--- src/rtl/weight_batch_serializer.sv ---
// weight_batch_serializer: takes one candidate weight vector over a valid/ready
// handshake and emits it as back-to-back batches, one batch per clock. It then
// waits for the evaluator's error or a timeout before taking the next vector.
// Each element is {exception flags, payload}. Elements flagged as zero (00) get
// a cleared payload when the vector is captured.
module weight_batch_serializer #(
  parameter int ELEMENT_WIDTH         = 32,
  parameter int Extra                 = 2,
  parameter int Num_Unknowns          = 2,
  parameter int Num_Unknown_Per_Batch = 1,
  parameter int ERR_TIMEOUT           = 16
) (
  input  logic                                              clk,
  input  logic                                              rst,
  input  logic                                              in_valid,
  output logic                                              in_ready,
  input  logic [(ELEMENT_WIDTH+Extra)*Num_Unknowns-1:0]     in_weights,
  output logic                                              out_valid,
  output logic                                              out_first,
  output logic                                              out_last,
  output logic [(ELEMENT_WIDTH+Extra)*Num_Unknown_Per_Batch-1:0] out_weights,
  input  logic                                              err_valid,
  input  logic [ELEMENT_WIDTH+Extra-1:0]                    err_in,
  output logic [ELEMENT_WIDTH+Extra-1:0]                    err_out,
  output logic                                              done,
  output logic                                              timeout
);

  localparam int EW      = ELEMENT_WIDTH + Extra;
  localparam int VEC_W   = EW * Num_Unknowns;
  localparam int BATCH_W = EW * Num_Unknown_Per_Batch;
  localparam int NB      = Num_Unknowns / Num_Unknown_Per_Batch;
  localparam int CNT_W   = (NB > 1) ? $clog2(NB) : 1;
  localparam int TMO_W   = (ERR_TIMEOUT > 1) ? $clog2(ERR_TIMEOUT) : 1;

  localparam logic [CNT_W-1:0] LAST_BATCH = CNT_W'(NB - 1);
  localparam logic [TMO_W-1:0] LAST_TMO   = TMO_W'(ERR_TIMEOUT - 1);

  typedef enum logic [1:0] {IDLE, SEND, WAIT_ERR} state_t;

  state_t             state;
  logic [VEC_W-1:0]   shift_buf;
  logic [CNT_W-1:0]   batch_cnt;
  logic [TMO_W-1:0]   tmo_cnt;
  logic [VEC_W-1:0]   canon_vec;

  // Clear the payload of every element whose exception flags say "zero",
  // so downstream never sees a signed zero or stray payload bits.
  function automatic logic [VEC_W-1:0] canon_zero(input logic [VEC_W-1:0] v);
    logic [VEC_W-1:0] r;
    r = v;
    for (int i = 0; i < Num_Unknowns; i++) begin
      if (v[i*EW+ELEMENT_WIDTH +: Extra] == '0)
        r[i*EW +: ELEMENT_WIDTH] = '0;
    end
    return r;
  endfunction

  // Canonicalized view of the incoming vector, used only at capture.
  always_comb begin
    canon_vec = canon_zero(in_weights);
  end

  // Control FSM and all registered outputs. The first beat is loaded straight
  // from the captured vector; shift_buf holds the batches not yet sent.
  always_ff @(posedge clk or posedge rst) begin
    if (rst) begin
      state       <= IDLE;
      in_ready    <= 1'b1;
      out_valid   <= 1'b0;
      out_first   <= 1'b0;
      out_last    <= 1'b0;
      out_weights <= '0;
      err_out     <= '0;
      done        <= 1'b0;
      timeout     <= 1'b0;
      shift_buf   <= '0;
      batch_cnt   <= '0;
      tmo_cnt     <= '0;
    end else begin
      done    <= 1'b0;
      timeout <= 1'b0;
      unique case (state)
        IDLE: begin
          if (in_valid && in_ready) begin
            out_weights <= canon_vec[VEC_W-1 -: BATCH_W];
            shift_buf   <= canon_vec << BATCH_W;
            batch_cnt   <= '0;
            out_valid   <= 1'b1;
            out_first   <= 1'b1;
            out_last    <= (NB == 1);
            in_ready    <= 1'b0;
            state       <= SEND;
          end
        end
        SEND: begin
          if (batch_cnt == LAST_BATCH) begin
            // Last beat is on the bus now; out_weights keeps holding it.
            out_valid <= 1'b0;
            out_first <= 1'b0;
            out_last  <= 1'b0;
            tmo_cnt   <= '0;
            state     <= WAIT_ERR;
          end else begin
            out_weights <= shift_buf[VEC_W-1 -: BATCH_W];
            shift_buf   <= shift_buf << BATCH_W;
            batch_cnt   <= CNT_W'(batch_cnt + 1'b1);
            out_first   <= 1'b0;
            out_last    <= (CNT_W'(batch_cnt + 1'b1) == LAST_BATCH);
          end
        end
        WAIT_ERR: begin
          // A returned error takes priority over a timeout expiring the same cycle.
          if (err_valid) begin
            err_out  <= err_in;
            done     <= 1'b1;
            in_ready <= 1'b1;
            state    <= IDLE;
          end else if (tmo_cnt == LAST_TMO) begin
            timeout  <= 1'b1;
            in_ready <= 1'b1;
            state    <= IDLE;
          end else begin
            tmo_cnt <= TMO_W'(tmo_cnt + 1'b1);
          end
        end
        default: begin
          in_ready <= 1'b1;
          state    <= IDLE;
        end
      endcase
    end
  end

endmodule

--- config.mk ---
export PLATFORM = sky130hd
export DESIGN_NAME = weight_batch_serializer
export DESIGN_NICKNAME = d
export VERILOG_FILES = /design/src/rtl/weight_batch_serializer.sv
export SDC_FILE = /design/constraint.sdc
export NUM_CORES = 1
export LEC_CHECK = 0
export CORE_UTILIZATION = 41
export DETAILED_ROUTE_END_ITERATION = 7
export PLACE_DENSITY = 0.74
export SYNTH_ARGS = -nofsm -noshare
export SYNTH_HDL_FRONTEND = slang
export SYNTH_SLANG_ARGS = --single-unit
--- constraint.sdc ---
create_clock -name clk -period 3.6 [get_ports clk]
set_input_delay 0.54 -clock clk [delete_from_list [all_inputs] [get_ports clk]]
set_output_delay 0.54 -clock clk [all_outputs]
set_load 0.02 [all_outputs]
After elaboration in Yosys (flattened, before gate mapping)
Cells that the tools add are included.
{"block": "word_totals", "out_inout_bits": 74, "ff_bits": 149, "wordCells": 71, "inputBits": 106}
{"block": "classes", "muxes": 34, "n_eq_ne": 9, "bitwise": 1, "n_addsub": 2, "reduce_logical": 13}
{"op": "$mux W68", "count": 2}
{"op": "$pmux W68 S2", "count": 1}
{"op": "$mux W34", "count": 2}
{"op": "$pmux W34 S2", "count": 1}
{"op": "$mux W32", "count": 2}
{"op": "$mux W1", "count": 12}
{"op": "$mux W4", "count": 3}
{"op": "$reduce_and A3 Y1", "count": 4}
{"op": "$ne A2 B2 Y1 const B", "count": 5}
{"op": "$mux W2", "count": 4}
{"op": "$pmux W1 S2", "count": 4}
{"op": "$pmux W4 S2", "count": 1}
{"op": "$logic_not A2 Y1", "count": 3}
{"op": "$pmux W2 S3", "count": 1}
{"op": "$add A4 B1 Y4 const B", "count": 1}
{"op": "$eq A4 B4 Y1 const B", "count": 1}
{"op": "$reduce_and A2 Y1", "count": 2}
{"op": "$reduce_and A4 Y1", "count": 1}
{"op": "$reduce_bool A2 Y1", "count": 2}
{"op": "$ne A3 B3 Y1 const B", "count": 1}
{"op": "$pmux W1 S3", "count": 1}
{"op": "$eq A2 B1 Y1 const B", "count": 1}
{"op": "$eq A2 B2 Y1 const B", "count": 1}
{"op": "$add A1 B1 Y1 const B", "count": 1}
{"op": "other kinds (2)", "count": 2}

Depth between registers and ports, before layout
{"block": "logic_depth", "depth_word": 4, "mapped_depth": 6, "mapped_depth_nobuf": 4}

Worst setup path after synthesis
OpenSTA, ideal clock, no wires.
{"block": "synth_timing", "kind": "reg2reg", "start": "register in_ready", "end": "register shift_buf[41]", "setup_time_ns": 0.125, "setup_slack_ns": 2.038, "t_arrival_ns": 1.437, "required_time_ns": 3.475, "path_buffers": 1, "stages_incl_launch_ff": 5, "synth_period_minus_slack_ns": 1.562, "path_cell_list": "dfstp_2 -> nand3b_4 -> a21oi_4 -> buf_4 -> mux2_2"}
{"block": "synth_via", "elab_chain_len": 3}
{"item": "start: declaration", "line": "16", "rtl": "output logic in_ready,"}
{"item": "start signal: assignment", "line": "69", "rtl": "in_ready <= 1'b1;"}
{"item": "start signal: assignment", "line": "92", "rtl": "in_ready <= 1'b0;"}
{"item": "start signal: assignment", "line": "117", "rtl": "in_ready <= 1'b1;"}
{"item": "$logic_and A1 B1 Y1", "line": "85", "rtl": "if (in_valid && in_ready) begin"}
{"item": "$ne A2 B2 Y1 (no line)"}
{"item": "$reduce_and A3 Y1 (no line)"}
{"item": "end signal: assignment", "line": "87", "rtl": "shift_buf <= canon_vec << BATCH_W;"}
{"item": "end signal: assignment", "line": "106", "rtl": "shift_buf <= shift_buf << BATCH_W;"}
{"item": "end: declaration", "line": "42", "rtl": "logic [VEC_W-1:0] shift_buf;"}
No other way between the ends.
A chain may end at the register's enable or synchronous reset.

Worst setup path in the final report
{"block": "layout_timing", "start": "register state[1]", "end": "register shift_buf[59]"}
{"block": "layout_via", "elab_chain_len": 3, "elab_cells_between_ends": 7, "cone_classes": "3 x eq/ne; 1 x mux; 3 x reduce/logical"}
{"item": "start: declaration", "line": "41", "rtl": "state_t state;"}
{"item": "start signal: assignment", "line": "68", "rtl": "state <= IDLE;"}
{"item": "start signal: assignment", "line": "93", "rtl": "state <= SEND;"}
{"item": "start signal: assignment", "line": "103", "rtl": "state <= WAIT_ERR;"}
{"item": "$eq A2 B1 Y1 or $logic_not A2 Y1 (tied branches)", "line": "83", "rtl": "unique case (state)"}
{"item": "$ne A2 B2 Y1 (no line) or $reduce_bool A2 Y1 (tied branches)"}
{"item": "$reduce_and A3 Y1 (no line)"}
Parallel ways exist; a longest one is shown, timed or not.

==> metrics.txt <==
CTS Hold Bufs 0; clock tree from TritonCTS yes; Max clock buf depth 2; Post-layout nets about 700; share of total power in sequential cells about a third; Non-Filler Instances ~800; VDD IR-drop max about 400 uV; Final Hold Violating Endpoints 0; total length of routed wires about 13 mm; synthesized area between 5000 and 6000 um^2; Startpoint Class register; required arrival time at the worst endpoint 3.88 ns; final setup violation count 0; clock sink count 115; switching power as a share of total power 32.46%; synthesized flop and latch total approximately 120; total net switching power approximately 0.002 W; CTS HTree Levels 4; power density relative to cell area between 800 and 900 nW/um^2; startpoint of the most critical hold path out_first; Final Cell Area between 7000 and 8000 um^2; via total after detailed routing 3912; Unique masters post-synth 35; total instance count after detailed placement roughly 750; final HPWL from detailed placement around 8.7 mm; portion of total power attributed to combinational logic between 40% and 50%; RSZ-0062 raised after global routing false; via count of the first global-routing pass about 4100; clock slew seen by the registers of the worst setup and hold paths around 0.050 ns; area of the core roughly 13000 um^2; final period utilization between 60% and 70%; die span in x 115.6 um; antenna-violating nets left 0; gate count after technology mapping 424; crit-path max FO 45; row cnt about 40; Hold Path Depth 1; Detailed Routing Iterations Pass 1 4; setup TNS 0 ns; Avg Synthesized Cell Area around 12 um^2; count of buffers inserted at the top-level ports ~180; Residual DRC 0; footprint of the multi-input gates between 2000 and 2500 um^2; share of final-layout standard cells stronger than drive strength 1 about a fifth; grt ovf 0; Hold/Removal Path Class register to register; post-detailed-route wirelength per cell between 15 and 20 um; category of the critical setup timing path register to register; Arr. time, crit path roughly 2.6 ns; placer congestion estimate ~0.8; critical path endpoint category register; register-to-register path setup slack 1.30 ns; headroom to the max-slew limit 41.26%; Clock power frac 25.1%; Max Cap Violations 0; reg2reg end shift_buf[59]; slew of the pin with the lowest slew margin 0.8764 ns; sink of the worst hold path out_first; global routing usage summed across all routing layers 20.92%; final critical path time including I/O delays and setup between 2 and 2.5 ns; overall die height around 120 um; Filler Cells Inserted approximately 1100; number of antenna cells inserted 0; run status complete, no violations; area taken by flip-flops and latches between 2000 and 3000 um^2; synthesis-to-layout area growth 46.31%; number of cells traversed by the worst register-to-register path 5; post-CTS repair timing setup buffer count 0; internal power contribution 0.004246 W; number of antenna violations at the first check in global routing 0; maximum number of pins on one net before global-route repair 70; leakage power 3.481 nW; total of cells resized after clock tree synthesis 0; maximum achievable frequency 0.4345 GHz; number of warnings issued by yosys 0; placed standard-cell area about 7200 um^2; reg-to-reg startpoint state[1]; via count normalized by instance count 5.022; clock latency reported for the late side of the worst-skew pair 0.41 ns; net count of the mapped netlist about 530; final-report max-slew violation count 0; # IOs 180; violation count after the first detailed-route iteration ~230; wire length of the first global-routing pass 21.18 mm; Num CTS Buffers 17; library cell used as clock root buffer clkbuf_16; Die Area between 10000 and 15000 um^2; maximum clock skew at final layout 0.007470 ns; fraction of the yosys area taken by sequential cells a little over half; effective utilization at floorplan 41.94%
state kept, by name, indices dropped and copies added, names as in the netlist:
signal	cells
done	1
out_last	1
out_valid	1
err_out	34
batch_cnt	1
tmo_cnt	4
out_first	1
out_weights	34
in_ready	1
shift_buf	34
state	2
timeout	1
power by group through the flow:
| stage | registers [W] | logic [W] | clock network [W] |
|---|---|---|---|
| after floorplan | 0.00259 | 0.00104 | 0 |
| after global placement | 0.00215 | 0.00251 | 0 |
| after detailed placement | 0.00218 | 0.00256 | 0 |
| after CTS | 0.00217 | 0.00258 | 0.00162 |
| after global routing | 0.00224 | 0.00273 | 0.00167 |
| final | 0.00216 | 0.00255 | 0.00158 |
logic make-up (layout without fill, tap and decap cells):
family	count (synthesis)	in the layout	share of synthesized area (%)
flops	115	115	54.40
simple gates	85	85	11.91
fa+ha+maj	1	1	0.2364
mux	104	104	21.32
buf+inv	71	254	6.218
compound gates	48	48	5.910
cells in the mapped netlist (all sizes together):
library cell / number / share of area [%]
o22ai: 1 / 0.12
or3b: 1 / 0.21
o21ai: 5 / 0.47
nand3: 2 / 0.19
ha: 1 / 0.24
nand4bb: 1 / 0.21
nor3: 3 / 0.38
a21oi: 4 / 0.59
and3b: 32 / 5.3
o21ba: 1 / 0.19
mux2i: 34 / 6.4
nand3b: 3 / 0.73
nand2: 3 / 0.21
or2: 2 / 0.24
buf: 21 / 2.6
nand2b: 4 / 0.47
and3: 33 / 3.9
o211ai: 2 / 0.28
a31oi: 32 / 3.8
o2bb2ai: 2 / 0.33
mux2: 70 / 15
nor2: 1 / 0.071
a21o: 1 / 0.14
inv: 38 / 2.7
dfstp: 1 / 0.50
dfrtp: 114 / 54
clkbuf: 12 / 0.90
layer usage:
layer  routed length, um  vias to the layer above  global-route usage, %
met5                   0                        -                      0
met4                 114                        0                  9.145
met3                 570                        9                  4.184
li1                    -                     1843                      -
met2                6855                      104                  35.53
met1                5671                     1956                  25.96
cell type report:
type	instances	share of cell area, %
inverter	38	1.874
clock inverter	5	0.6463
tap	172	2.779
clock buffer	27	6.625
multi-input combinational	238	26.95
sequential	115	37.18
timing repair buffer	184	23.95
critical path: stages (launching register included):
cell	delay [ns]
dfrtp_1	0.36
buf_4	0.26
nand2b_2	0.65
buf_4	0.43
and3_1	0.19
mux2_2	0.27
through the flow:
step	hold WS, ns	setup WS (ns)	total power, W	utilization (%)
4_1_cts	0.4925	1.308	0.006359	61.36
3_3_place_gp	0.4666	1.196	0.004660	56.90
3_5_place_dp	0.4739	1.143	0.004744	56.90
5_1_grt	0.5046	1.122	0.006636	61.36
6_report	0.4937	1.298	0.006286	61.36
2_1_floorplan	0.4733	0.01759	0.003629	-
worst max-delay path by stage:
stage | from | endpoint | cells past startpoint
final | state[1] | shift_buf[59] | 5
after floorplan | rst | batch_cnt | 1
after CTS | state[1] | shift_buf[59] | 5
after global placement | err_valid | err_out[22] | 3
after detailed placement | err_valid | err_out[21] | 3
after global routing | state[1] | out_weights[23] | 5
placed cells by master, fill, tap and decap left out, types with 2 or more instances in the layout:
| cell | synthesis | final |
|---|---|---|
| clkbuf_8 | 0 | 5 |
| dfrtp_1 | 114 | 114 |
| a31oi_1 | 32 | 32 |
| o21ai_0 | 4 | 4 |
| mux2_2 | 70 | 70 |
| or2_2 | 2 | 2 |
| mux2i_1 | 34 | 34 |
| o2bb2ai_1 | 2 | 2 |
| nand2_1 | 3 | 3 |
| buf_12 | 0 | 2 |
| and3_1 | 33 | 33 |
| nand3_1 | 2 | 2 |
| a21oi_1 | 3 | 3 |
| buf_4 | 6 | 3 |
| clkbuf_1 | 10 | 5 |
| nand2b_1 | 4 | 3 |
| clkbuf_16 | 0 | 17 |
| inv_1 | 38 | 37 |
| and3b_1 | 32 | 32 |
| nor3_1 | 2 | 2 |
| clkinv_2 | 0 | 4 |
| clkdlybuf4s50_1 | 0 | 179 |
| o211ai_1 | 2 | 2 |
No activity file was read; power rests on OpenSTA's default activity.
==> variant 1: new RTL, same settings <==
Set the parameter `Extra` to 1 (it was 2).
--- a/src/rtl/weight_batch_serializer.sv
+++ b/src/rtl/weight_batch_serializer.sv
@@ -5,7 +5,7 @@
 // a cleared payload when the vector is captured.
 module weight_batch_serializer #(
   parameter int ELEMENT_WIDTH         = 32,
-  parameter int Extra                 = 2,
+  parameter int Extra                 = 1,
   parameter int Num_Unknowns          = 2,
   parameter int Num_Unknown_Per_Batch = 1,
   parameter int ERR_TIMEOUT           = 16
Ports: changed (resized err_in, err_out, in_weights and out_weights); port bits go from 180 to 175. The function was not compared with the original's and may differ.
==> variant 1 against the original RTL <==
Total power decreased by 13%. Sequential cell count is 3 lower. Combinational power is 7% lower. Maximum frequency is 0.76% lower. Critical path type unchanged. Routed wire length fell by 9.5%. Clock skew about the same. Cell count decreased by 12%. Area after synthesis decreased by 10%. Final area decreased by 11%. Setup slack worse by 0.018 ns.
==> variant 1: results (changes against the original RTL) <==
Routing
  • Initial DRC Count: 172 (was 229)
  • WL final: 12,000 µm (was 13,200 µm)
  • Number of vias per cell: 5.25 (was 5.02)

Logic synthesis
  • Seq/Total Area, Yosys: 0.591 (was 0.544)
  • Most frequent cells after synthesis: dfrtp_1, mux2_2, o21ai_0 (was dfrtp_1, mux2_2, inv_1)
  • Synth area leaders: dfrtp_1, mux2_2, mux2_1 (was dfrtp_1, mux2_2, mux2i_1)
  • Synth cell types: 27 (was 35)
  • Synth Area in Adders: 0.00264 (was 0.00236)
  • Post-synthesis mux area share: 0.163 (was 0.213)
  • Synth Area in Compound Gates: 0.116 (was 0.0591)
  • Mapped Nets: 483 (was 531)

Run
  • Max-cap violations: 0 (unchanged)

Worst setup path
  • Slowest stage delay, CP: 0.76 ns (was 0.65 ns)
  • Crit path DAT: 2.52 ns (was 2.58 ns)
  • CP Max Fanout: 23 (was 45)
  • Worst path slowest cell: dfrtp_1 (was nand2b_2)

Pwr
  • NetSw: 1.88 mW (was 2.04 mW)
  • Power share of the clock group: 0.168 (was 0.251)
  • Max IR drop VDD: 0.000424 V (was 0.000397 V)
  • Pleak: 3.00 nW (was 3.48 nW)
  • Logic gate share of total power: 0.431 (was 0.405)

Finish
  • Largest regs: err_out (33), out_weights (33), shift_buf (33) (was err_out (34), out_weights (34), shift_buf (34))
  • Filler cells: 939 (was 1,068)
  • Ratio of cells with drive above 1 in the final layout: 0.124 (was 0.186)
  • Nets: 648 (was 701)

Global route
  • Largest net degree at the start of global routing: 59 (was 70)
  • First-pass GRT wire length: 19,000 µm (was 21,200 µm)
  • Number of global-route vias before repair: 3,769 (was 4,117)
  • GRT Total Usage: 0.210 (was 0.209)

STA
  • Rel. slew slack: 0.424 (was 0.413)
  • Clock Skew: 0.00739 ns (was 0.00747 ns)

Placed design
  • Detailed Place HPWL: 8220 µm (was 8710 µm)
  • Port buffer count: 174 (was 179)
  • GPL Wtd Cong: 0.778 (was 0.783)

Clock network
  • Clk_lat worst skew: 0.34 ns (was 0.41 ns)
  • H-tree depth: 3 (was 4)
  • Num CTS Buffers: 9 (was 17)

Status
  • Status: finished, final reports clean (unchanged)
## variant 1: cell types whose count changed after synthesis, sizes merged, moves of 10 or more
cell and delta:
nand2 +33, inv -32, a31oi -32, and3b -31, nand3b +31, and3 -33
clkbuf +10, mux2i -32, o21ai +32, a22o +32, buf -15
## variant 1: stage by stage
step / cells / worst slack, ns / util / cell area (µm²) / hold slack [ns]
detailed placement: 673 / 1.16 / 0.599 / 6630 / 0.475
global route: 689 / 1.12 / 0.623 / 6910 / 0.505
floorplan: 379 / 0.103 / - / 4740 / 0.444
CTS: 689 / 1.27 / 0.623 / 6910 / 0.492
global placement: 673 / 1.23 / 0.599 / 6630 / 0.455
finish: 689 / 1.28 / 0.623 / 6910 / 0.491
## variant 1: cell type report
cell class,count,area [µm²],share of cell area
flip-flops and latches,112,2800,0.406
multi-input cells,233,1810,0.263
clock inverters,6,35.0,0.00507
clock buffers,10,239,0.0346
well taps,140,175,0.0254
inverters,6,25.0,0.00362
repair buffers,182,1810,0.263
## variant 1: layer usage
layer  GRT usage  wire length, µm
met1       0.268             5140
met2       0.353             5980
met3      0.0338              586
met4      0.0876              250
met5           0                0
## variant 1: worst paths after layout
check	start	end	slack (ns)	depth (start not counted)
setup / recovery	state[1]	tmo_cnt[3]	1.28	4
hold / removal	out_weights[18]	out_weights[18]	0.49	1
setup reg to reg	state[1]	tmo_cnt[3]	1.28	4
hold reg to reg	out_weights[18]	out_weights[18]	0.49	1
max in group asynchronous	rst	shift_buf[44]	2.18	3
min in group asynchronous	rst	err_out[31]	0.69	2
## variant 1: worst max-delay path, delay by kind of cell (launching register included)
| family | cells | cell delay (ns) |
|---|---|---|
| flops | 1 | 0.76 |
| compound gates | 2 | 0.61 |
| simple gates | 1 | 0.47 |
| buf+inv | 1 | 0.35 |
==> variant 2: new RTL, same flow settings <==
Made on the original files. Re-encode `state_t` (3 states) as one-hot, 3 bits wide.
--- a/src/rtl/weight_batch_serializer.sv
+++ b/src/rtl/weight_batch_serializer.sv
@@ -36,7 +36,7 @@
   localparam logic [CNT_W-1:0] LAST_BATCH = CNT_W'(NB - 1);
   localparam logic [TMO_W-1:0] LAST_TMO   = TMO_W'(ERR_TIMEOUT - 1);
 
-  typedef enum logic [1:0] {IDLE, SEND, WAIT_ERR} state_t;
+  typedef enum logic [2:0] {IDLE = 3'b001, SEND = 3'b010, WAIT_ERR = 3'b100} state_t;
 
   state_t             state;
   logic [VEC_W-1:0]   shift_buf;
Formal check against the unedited RTL: same outputs for any inputs over 10 cycles, from zero or initial values and one cycle with rst high; not proved beyond that.
==> variant 2 against the original RTL <==
Critical endpoint is now out_weights[9]. Maximum frequency decreased by 10%. Largest power group unchanged. Final area shrank 2.4%. Routed wire length shrank 4.8%. Sequential cell count up 1. Total power is 11% lower. Sequential share of layout area grew 1.3 points. Clock power decreased by 9%. Via count is 3.6% lower. Area after synthesis down 2.2%. Core utilization is 0.79 points higher. Combinational power down 18%. Setup slack got worse by 0.26 ns.
==> variant 2: results (changes against the original RTL) <==
Status
  • Status: finished, final reports clean (unchanged)

Worst setup path
  • Slowest stage delay, CP: 0.86 ns (was 0.65 ns)
  • Reg-to-reg endpoint: out_weights[9] (was shift_buf[59])
  • R2r setup slk: 1.07 ns (was 1.30 ns)
  • Crit path max-delay family: compound AO/OA/AOI/OAI gates (was simple AND/OR/NAND/NOR gates)
  • CP Max Fanout: 42 (was 45)
  • Reg2Reg Depth: 4 (was 5)

Logic synthesis
  • Synth cell types: 41 (was 35)
  • Seq/Total Area, Yosys: 0.562 (was 0.544)
  • Mapped Nets: 501 (was 531)
  • Most frequent cells after synthesis: dfrtp_1, mux2i_1, mux2_2 (was dfrtp_1, mux2_2, inv_1)
  • Synth area leaders: dfrtp_1, mux2_2, mux2i_1 (unchanged)

Routing
  • WL final: 12,600 µm (was 13,200 µm)
  • Number of vias per cell: 5.02 (about the same)
  • Initial DRC Count: 200 (was 229)

Pwr
  • Max IR drop VDD: 0.000328 V (was 0.000397 V)
  • Pleak: 3.56 nW (was 3.48 nW)

Finish
  • Nets: 678 (was 701)
  • Ratio of cells with drive above 1 in the final layout: 0.148 (was 0.186)

Placed design
  • Setup WS pre-CTS: 0.583 ns (was 1.14 ns)
  • GPL Wtd Cong: 0.802 (was 0.783)

STA
  • Worst-margin pin slew: 1.19 ns (was 0.876 ns)
  • Clock Skew: 0.00580 ns (was 0.00747 ns)

Worst hold path
  • Hold EP: out_weights[18] (was out_first)
  • Hold_sp: out_weights[18] (was out_first)

Global route
  • Largest net degree at the start of global routing: 55 (was 70)
## variant 2: cell types whose count changed after synthesis, moves of 4 or more
cell     change
and3_1      -33
a31oi_1     -32
and3b_1     -32
mux2_2      -32
o21ai_0     +30
a22o_1      +28
mux2_1      +24
mux2_4      +10
nand3_1      +7
mux2i_1      +5
buf_4        -4
inv_1        -4
## variant 2: worst register-to-register path: cells and delay by family (launching register included)
family / cells / cell delay, ns
DFF: 1 / 0.48
and+or+nand+nor: 1 / 0.28
AOI/OAI and AO/OA: 1 / 0.87
muxes: 1 / 0.44
buffers and inverters: 1 / 0.34
## variant 2: cell type report
cell class                      count  area share
Clock buffer                       25      0.0629
Multi-Input combinational cell    217       0.258
Timing Repair Buffer              184       0.244
Tap cell                          168      0.0278
Inverter                           35      0.0189
Clock inverter                      6     0.00397
Sequential cell                   116       0.384
## variant 2: kinds of logic after synthesis
family,share of synthesized area
adder cells (fa/ha/maj),0.00242
AND/OR/NAND/NOR,0.0394
buffers and inverters,0.0622
AO/OA/AOI/OAI,0.0950
flip-flops,0.562
multiplexers,0.239
## variant 2: routing by layer
metal  share of wire  up-vias  wire, µm  global-route usage
met3           0.097       21      1220              0.0900
met5               0        -         0                   0
li1                -     1742         -                   -
met2            0.46      161      5830               0.322
met1            0.42     1849      5310               0.250
met4           0.017        0       214              0.0857
## variant 2: worst max path at each step
stage               depth (start not counted)         endpoint      from  slack (ns)
detailed placement                          5   out_weights[9]  in_valid        0.58
finish                                      5   out_weights[9]  in_valid        1.04
global placement                            5  out_weights[17]  in_valid        0.69
global route                                4   out_weights[9]  state[1]        0.85
CTS                                         5   out_weights[9]  in_valid        1.03
floorplan                                   1        batch_cnt       rst        1.65
## variant 2: per-stage QoR
step | hold slack (ns) | power, mW | cells | utilization
4_1_cts | 0.485 | 5.65 | 751 | 0.622
3_5_place_dp | 0.474 | 4.17 | 720 | 0.580
5_1_grt | 0.504 | 5.89 | 751 | 0.622
3_3_place_gp | 0.461 | 4.11 | 720 | 0.580
2_1_floorplan | 0.459 | 3.37 | 394 | -
6_report | 0.482 | 5.58 | 751 | 0.622
## variant 2: power by group
part           switching [mW]  total, mW  internal (mW)
clock                   0.542       1.44          0.901
combinational           0.967       2.08           1.11
sequential              0.270       2.06           1.79
total                    1.78       5.58           3.80
